**src/rtl/multicycle_control_unit.sv**
```systemverilog
// Multi-cycle control unit for the RV64 subset ld, sd, beq and R-type ALU ops.
// Walks each instruction through FETCH/DECODE/EXEC/MEM/WB with ready handshakes
// on both memories, holds the instruction register and counts retirements.
// Datapath strobes are decoded combinationally from the current state and IR.
module multicycle_control_unit (
    input  logic        clk,
    input  logic        reset,
    input  logic [31:0] instr_rdata,
    input  logic        imem_ready,
    output logic        imem_req,
    output logic [31:0] instruction,
    input  logic        dmem_ready,
    output logic        dmem_read,
    output logic        dmem_write,
    input  logic        zero,
    output logic        pc_write,
    output logic        pc_src,
    output logic        alu_src,
    output logic [1:0]  alu_op,
    output logic        reg_write,
    output logic        mem_to_reg,
    output logic        trap,
    output logic [31:0] retired,
    output logic [2:0]  state
);

    typedef enum logic [2:0] {
        FETCH  = 3'd0,
        DECODE = 3'd1,
        EXEC   = 3'd2,
        MEM    = 3'd3,
        WB     = 3'd4,
        TRAP   = 3'd7
    } state_t;

    localparam logic [6:0] OP_LD    = 7'b0000011;
    localparam logic [6:0] OP_SD    = 7'b0100011;
    localparam logic [6:0] OP_BEQ   = 7'b1100011;
    localparam logic [6:0] OP_RTYPE = 7'b0110011;

    state_t      state_r;
    logic [31:0] ir_r;
    logic [31:0] retired_r;
    logic        trap_r;

    logic        is_ld_s;
    logic        is_sd_s;
    logic        is_beq_s;
    logic        is_rtype_s;
    logic        is_legal_s;
    logic        retire_s;

    logic        imem_req_s;
    logic        dmem_read_s;
    logic        dmem_write_s;
    logic        pc_write_s;
    logic        pc_src_s;
    logic        alu_src_s;
    logic [1:0]  alu_op_s;
    logic        reg_write_s;
    logic        mem_to_reg_s;

    // Opcode class of the instruction currently held in IR
    always_comb begin
        is_ld_s    = 1'b0;
        is_sd_s    = 1'b0;
        is_beq_s   = 1'b0;
        is_rtype_s = 1'b0;
        case (ir_r[6:0])
            OP_LD:    is_ld_s    = 1'b1;
            OP_SD:    is_sd_s    = 1'b1;
            OP_BEQ:   is_beq_s   = 1'b1;
            OP_RTYPE: is_rtype_s = 1'b1;
            default:  is_ld_s    = 1'b0;
        endcase
        is_legal_s = is_ld_s | is_sd_s | is_beq_s | is_rtype_s;
    end

    // Strobe decode from state and IR; everything is held low while reset is high
    always_comb begin
        imem_req_s   = 1'b0;
        dmem_read_s  = 1'b0;
        dmem_write_s = 1'b0;
        pc_write_s   = 1'b0;
        pc_src_s     = 1'b0;
        alu_src_s    = 1'b0;
        alu_op_s     = 2'b00;
        reg_write_s  = 1'b0;
        mem_to_reg_s = 1'b0;
        retire_s     = 1'b0;
        if (reset) begin
            retire_s = 1'b0;
        end else begin
            case (state_r)
                FETCH: begin
                    imem_req_s = 1'b1;
                    pc_write_s = imem_ready;
                end
                EXEC: begin
                    if (is_ld_s || is_sd_s) begin
                        alu_src_s = 1'b1;
                        alu_op_s  = 2'b00;
                    end else if (is_rtype_s) begin
                        alu_op_s = 2'b10;
                    end else if (is_beq_s) begin
                        alu_op_s   = 2'b01;
                        pc_src_s   = 1'b1;
                        pc_write_s = zero;
                        retire_s   = 1'b1;
                    end else begin
                        alu_op_s = 2'b00;
                    end
                end
                MEM: begin
                    alu_src_s = 1'b1;
                    if (is_ld_s) begin
                        dmem_read_s = 1'b1;
                    end else if (is_sd_s) begin
                        dmem_write_s = 1'b1;
                        retire_s     = dmem_ready;
                    end else begin
                        dmem_read_s = 1'b0;
                    end
                end
                WB: begin
                    reg_write_s  = 1'b1;
                    mem_to_reg_s = is_ld_s;
                    retire_s     = 1'b1;
                end
                default: begin
                    imem_req_s = 1'b0;
                end
            endcase
        end
    end

    // Main FSM: state, instruction register, trap flag and retirement counter
    always_ff @(posedge clk) begin
        if (reset) begin
            state_r   <= FETCH;
            ir_r      <= 32'h0000_0000;
            retired_r <= 32'd0;
            trap_r    <= 1'b0;
        end else begin
            if (retire_s) begin
                retired_r <= retired_r + 32'd1;
            end
            case (state_r)
                FETCH: begin
                    if (imem_ready) begin
                        ir_r    <= instr_rdata;
                        state_r <= DECODE;
                    end
                end
                DECODE: begin
                    if (is_legal_s) begin
                        state_r <= EXEC;
                    end else begin
                        state_r <= TRAP;
                        trap_r  <= 1'b1;
                    end
                end
                EXEC: begin
                    if (is_ld_s || is_sd_s) begin
                        state_r <= MEM;
                    end else if (is_rtype_s) begin
                        state_r <= WB;
                    end else if (is_beq_s) begin
                        state_r <= FETCH;
                    end else begin
                        state_r <= TRAP;
                        trap_r  <= 1'b1;
                    end
                end
                MEM: begin
                    if (is_ld_s) begin
                        if (dmem_ready) begin
                            state_r <= WB;
                        end
                    end else if (is_sd_s) begin
                        if (dmem_ready) begin
                            state_r <= FETCH;
                        end
                    end else begin
                        state_r <= TRAP;
                        trap_r  <= 1'b1;
                    end
                end
                WB: begin
                    state_r <= FETCH;
                end
                TRAP: begin
                    state_r <= TRAP;
                    trap_r  <= 1'b1;
                end
                default: begin
                    // Unused encodings are treated as a fault and locked out
                    state_r <= TRAP;
                    trap_r  <= 1'b1;
                end
            endcase
        end
    end

    assign imem_req    = imem_req_s;
    assign dmem_read   = dmem_read_s;
    assign dmem_write  = dmem_write_s;
    assign pc_write    = pc_write_s;
    assign pc_src      = pc_src_s;
    assign alu_src     = alu_src_s;
    assign alu_op      = alu_op_s;
    assign reg_write   = reg_write_s;
    assign mem_to_reg  = mem_to_reg_s;
    assign instruction = ir_r;
    assign trap        = trap_r;
    assign retired     = retired_r;
    assign state       = state_r;

endmodule
```
**config.mk**
```make
export PLATFORM = sky130hd
export DESIGN_NAME = multicycle_control_unit
export DESIGN_NICKNAME = d
export VERILOG_FILES = /design/src/rtl/multicycle_control_unit.sv
export SDC_FILE = /design/constraint.sdc
export NUM_CORES = 1
export LEC_CHECK = 0
export ABC_AREA = 1
export ABC_CLOCK_PERIOD_IN_PS = 2050
export BUFFER_PORTS_ARGS = -buffer_cell sky130_fd_sc_hd__buf_2
export CORE_MARGIN = 8
export CORE_UTILIZATION = 37
export DETAILED_ROUTE_END_ITERATION = 6
export MAX_ROUTING_LAYER = met4
export PLACE_DENSITY = 0.62
export SYNTH_ARGS = -nofsm -noshare
export SYNTH_HDL_FRONTEND = slang
export SYNTH_SLANG_ARGS = --single-unit
```
**constraint.sdc**
```tcl
create_clock -name clk -period 2.05 [get_ports clk]
set_input_delay 0.615 -clock clk [delete_from_list [all_inputs] [get_ports clk]]
set_output_delay 0.615 -clock clk [all_outputs]
set_load 0.005 [all_outputs]
```
== Yosys cells after proc, flatten, opt, wreduce, memory -nomap -nowiden ==
Cells that the tools add are included.

* Bits in registers: 68
* Latch bits: 0
* Memory bits (writable): 0
* Bits in read-only memories: 0
* Bits of input ports: 37
* Output and inout bits: 78
* Logic and storage cells: 88
* Memories: 0

* $add $sub $neg: 1
* Multiply operators: 0
* Divide/modulo/power cells: 0
* Magnitude comparators: 0
* Equal/unequal tests: 17
* Shift operators: 0
* Multiplexer cells: 56
* Bitwise gates (word level): 4
* Reduce and logical (&&, ||, !) cells: 6

{| class="wikitable"
|+ Operators by type and width
! kind !! number
|-
| $mux 1 || 38
|-
| $add 32x1->32 const B || 1
|-
| $mux 3 || 9
|-
| $pmux 3 s5 || 1
|-
| $eq 7x6->1 const B || 2
|-
| $ne 2x2->1 const B || 7
|-
| $mux 2 || 4
|-
| $eq 7x2->1 const B || 1
|-
| $eq 7x7->1 const B || 1
|-
| $reduce_and 7->1 || 1
|-
| $eq 3x2->1 const B || 2
|-
| $ne 3x3->1 const B || 2
|-
| $pmux 1 s2 || 2
|-
| $pmux 1 s4 || 1
|-
| $eq 3x1->1 const B || 1
|-
| $eq 3x3->1 const B || 1
|-
| $logic_not 3->1 || 1
|-
| $or 1x1->1 || 3
|-
| $pmux 1 s3 || 1
|-
| $reduce_and 3->1 || 1
|-
| $reduce_and 2->1 || 1
|-
| $reduce_or 2->1 || 1
|-
| $logic_or 1x1->1 || 1
|-
| $not 1->1 || 1
|}

== Longest topological paths before layout ==
* Depth after elaboration: 7
* Gate-level depth with buffers: 11
* Gate-level depth less buffers: 10

== Least setup slack after synthesis ==
Ideal clock, no wire load.

* Kind: input to output
* Start point: input imem_ready
* End point: output pc_write
* Arrival time: 1232 ps
* Data required time: 1435 ps
* Setup slack: 203 ps
* Stages: 4
* Cell sequence: clkbuf_1 > nand2_2 > buf_2 > a21oi_1

* Cells in the longest elaborated chain, start to end: 2

{| class="wikitable"
|+ RTL lines
! element !! RTL line !! source
|-
| start, declared || 9 || <nowiki>input logic imem_ready,</nowiki>
|-
| $pmux 1 s2 || 94 || <nowiki>case (state_r)</nowiki>
|-
| $mux 1 || 91 || <nowiki>if (reset) begin</nowiki>
|-
| end, declared || 16 || <nowiki>output logic pc_write,</nowiki>
|}

No other way between the ends.

== Worst setup path after layout ==
* Start point: register ir_r[2] (netlist: instruction[2])
* End point: output alu_op[1]

* Cells in the longest elaborated chain, start to end: 6
* Elaborated cells on any way between the ends: 11
* Classes of those cells: 3 x eq/ne; 7 x mux; 1 x reduce/logical

{| class="wikitable"
|+ RTL lines
! element !! RTL line !! source
|-
| start, declared || 42 || <nowiki>logic [31:0] ir_r;</nowiki>
|-
| start signal, assigned || 151 || <nowiki>ir_r <= instr_rdata;</nowiki>
|-
| $eq 7x6->1 or $eq 7x2->1 (tied branches) || 69 || <nowiki>case (ir_r[6:0])</nowiki>
|-
| $mux 1 || 69 ||
|-
| $mux 2 or $logic_or 1x1->1 (tied branches) || 103, 100 ||
|-
| $mux 2 * || 100 || <nowiki>if (is_ld_s || is_sd_s) begin</nowiki>
|-
| $mux 2 * || 94 ||
|-
| $mux 2 * || 91 ||
|-
| end, declared || 19 || <nowiki>output logic [1:0] alu_op,</nowiki>
|}

Mark *: on every way between the ends. The rest lies on a longest branch, timed or not.

==> results.cfg <==
[setup_path]
critPathLaunch = instruction[2]
start_kind = flip-flop
crit_path_max_fanout = 5
required_ns = 1.43
rr_endpoint = retired[19]
cpMaxStageDelayCell = dfxtp_2
critPathCaptureType = output port
r2r_cells = 12
cp_data_arrival_time_ns = 1.47
max_stage_delay_ns = 0.33
path_cells = nor2_2 > nand2_2 > inv_4 > buf_6 > nand3_1 > nor2_1 > buf_2
reg2reg_from = instruction[2]
crit_type = reg2out
ff2ff_setup_slack_ns = 0.29

[power_and_ir_drop]
power.density_mw_per_mm2 = 881
p_seq_share_pct = 38.5
comb_power_share_pct = 35.6
intPower_mw = 2.68
p_leak_nw = 2.08
power.switching_mw = 1.67
irDropWorstVdd_v = 0.000900
clockPowerShare_pct = 26.0
sw_frac_of_total_pct = 38.4

[cells_and_area]
filler_cell_count = 1040
diodes = 0
final_nets = 758
drive_gt1_share_pct = 30.5
fin_area_mm2 = 0.00494
area.growth.synth_to_final_pct = 30.7
final_cells = 861

[status]
status = finished with violations
violations = setup timing

[placement]
dp_cells = 824
place_area_mm2 = 0.00443
place_congestion = 0.920
dpl_worst_slack_ns = 0.154
dpl.hpwl_um = 8460
port_buffers = 114

[min_path]
min_from = instruction[25]
hold_path_class = reg2reg
holdPathStages = 2
holdPathEnd = instruction[25]

[sta]
max_freq_mhz = 479
setup_violations = 3
rsz0062_at_grt = yes
finalCritPeriodShare_pct = 102
fin_worst_skew_ns = 0.00949
period_minus_slack_ns = 2.09
maxSlewViolCount = 0
hold_ws_ns = 0.464
worstMarginPinSlew_ns = 0.627
layout_setup_ws_ns = -0.0379
max-slew-margin-rel_pct = 58.2
final_hold_viol_count = 0

[routing]
viasPerCell = 4.93
drc_errors = 0
first_pass_iters = 5
vias = 4248
antenna_left = 0
detail_route.wl_per_cell_um = 13.9
routed_wl_um = 12000
drt_iter0_drc = 251

[global_routing]
grt_max_degree = 58
grt.busiest_layer = met2
grt_use_met3_pct = 5.75
overflow = 0
gr-usage-met1_pct = 22.2
grtUsageTotal_pct = 18.5
use_met2_pct = 29.3
grt_pass1_vias = 4168
antenna_found_initial = 0
grt_pass1_wl_um = 19700

[cts]
cts_root_buffer = clkbuf_8
clk_latency_ns = 0.34
clkTransAtPathRegs_ns = 0.09
cts_inserted_buffers = 9
cts.htree.levels = 3
cts_num_sinks = 68
clock_path_buffers = 2
cts_tree = yes

[logic_synthesis]
syn_inst = 593
ys_warn_count = 0
synth_top_area_share_pct = 36.0
synth_area_leaders = dfxtp_1 (36%), nand2_1 (18%), nand3_1 (12%)
ys_dominant_reg_cell = dfxtp_1
async_reset_ff_share_pct = 0
synth_top_area_cell = dfxtp_1
synth_edf_count = 0
avgSynthCellArea_um2 = 6.37
syn-num-nets = 631
ys_types = 29
yosys_register_bits = 68
ys_seq_area_share_pct = 36.0
netlist_area_mm2 = 0.00378

[floorplanning]
core_mm2 = 0.0101
die_w_um = 117
die-area_mm2 = 0.0137
start_util_pct = 37.3
rows = 37
ios = 115
die_y_um = 117

[run]
cap_violations = 0
[cell type report]
| cell class | count | area (um^2) | area share [%] |
|---|---|---|---|
| flip-flops and latches | 68 | 1390 | 28.1 |
| inverters | 43 | 171 | 3.47 |
| well taps | 136 | 170 | 3.45 |
| repair buffers | 145 | 815 | 16.5 |
| clock buffers | 9 | 124 | 2.51 |
| clock inverters | 7 | 73.8 | 1.49 |
| multi-input cells | 453 | 2200 | 44.5 |
[routing by layer]
layer,routed length (um),part of all wire [%]
met2,5460,46
met1,5420,45
met3,916,7.7
met4,159,1.3
met5,0,0
[how the worst max path moves through the flow]
stage / to / cells after the start
after detailed placement: retired[28] / 7
final: alu_op[1] / 7
after CTS: pc_write / 8
after floorplan: pc_write / 4
after global placement: retired[25] / 7
after global routing: pc_write / 8
[synthesized netlist by cell type, types with 2 or more instances]
cell type	count
a21oi_1	66
buf_2	7
buf_4	5
buf_6	4
clkbuf_1	13
dfxtp_1	68
inv_1	35
inv_2	7
nand2_1	182
nand2_2	5
nand3_1	88
nand3_2	2
nand4_1	3
nor2_1	60
nor2_2	10
nor2_4	3
nor3_1	4
o21ai_0	10
o21ai_1	2
xnor2_1	10
[sequential cells by signal, summed over array words and instances, names as in the netlist]
signal / cells
trap: 1
instruction: 32
state: 3
retired: 32
[kinds of logic after synthesis]
group           count (synthesis)  synth area share (%)
flops                          68                  36.0
xor+xnor                       11                  2.55
buf+inv                        72                  8.67
compound gates                 81                  10.9
fa+ha+maj                       1                 0.331
simple gates                  360                  41.5
[through the flow]
step | utilization, % | power (mW) | TNS, ns
2_1_floorplan | - | 2.59 | 0
3_3_place_gp | 43.7 | 2.94 | 0
3_5_place_dp | 43.7 | 2.95 | 0
4_1_cts | 48.0 | 4.33 | -0.0412
5_1_grt | 48.7 | 4.65 | -0.335
6_report | 48.7 | 4.35 | -0.0518
[cell usage in the layout (no fill, tap or decap), types with 10 or more instances in the layout]
cell type / count
nand2_1: 175
buf_2: 114
nand3_1: 86
a21oi_1: 65
dfxtp_1: 59
nor2_1: 55
inv_1: 33
buf_4: 28
nor2_2: 13
xnor2_1: 10
[timing repair]
| item | in CTS | in global routing |
|---|---|---|
| pin swaps | 9 | 9 |
| buffers inserted | 16 | 5 |
| endpoints found under the setup margin | 8 | 9 |
| resized for setup | 41 | 11 |
| hold buffers | 0 | 0 |
| hold endpoints to repair | 0 | 0 |
[power groups by stage]
stage	Clock [mW]	Sequential, mW	Combinational [mW]
final	1.13	1.67	1.55
after CTS	1.18	1.66	1.49
after global placement	0	1.65	1.29
after global routing	1.22	1.70	1.73
after detailed placement	0	1.65	1.30
after floorplan	0	1.67	0.920
[critical path: cells and delay by family (launching register included)]
kind          cells  cell delay (ns)
buf+inv           3             0.35
flops             1             0.33
simple gates      4             0.44
Power figures use the tool's default switching activity.
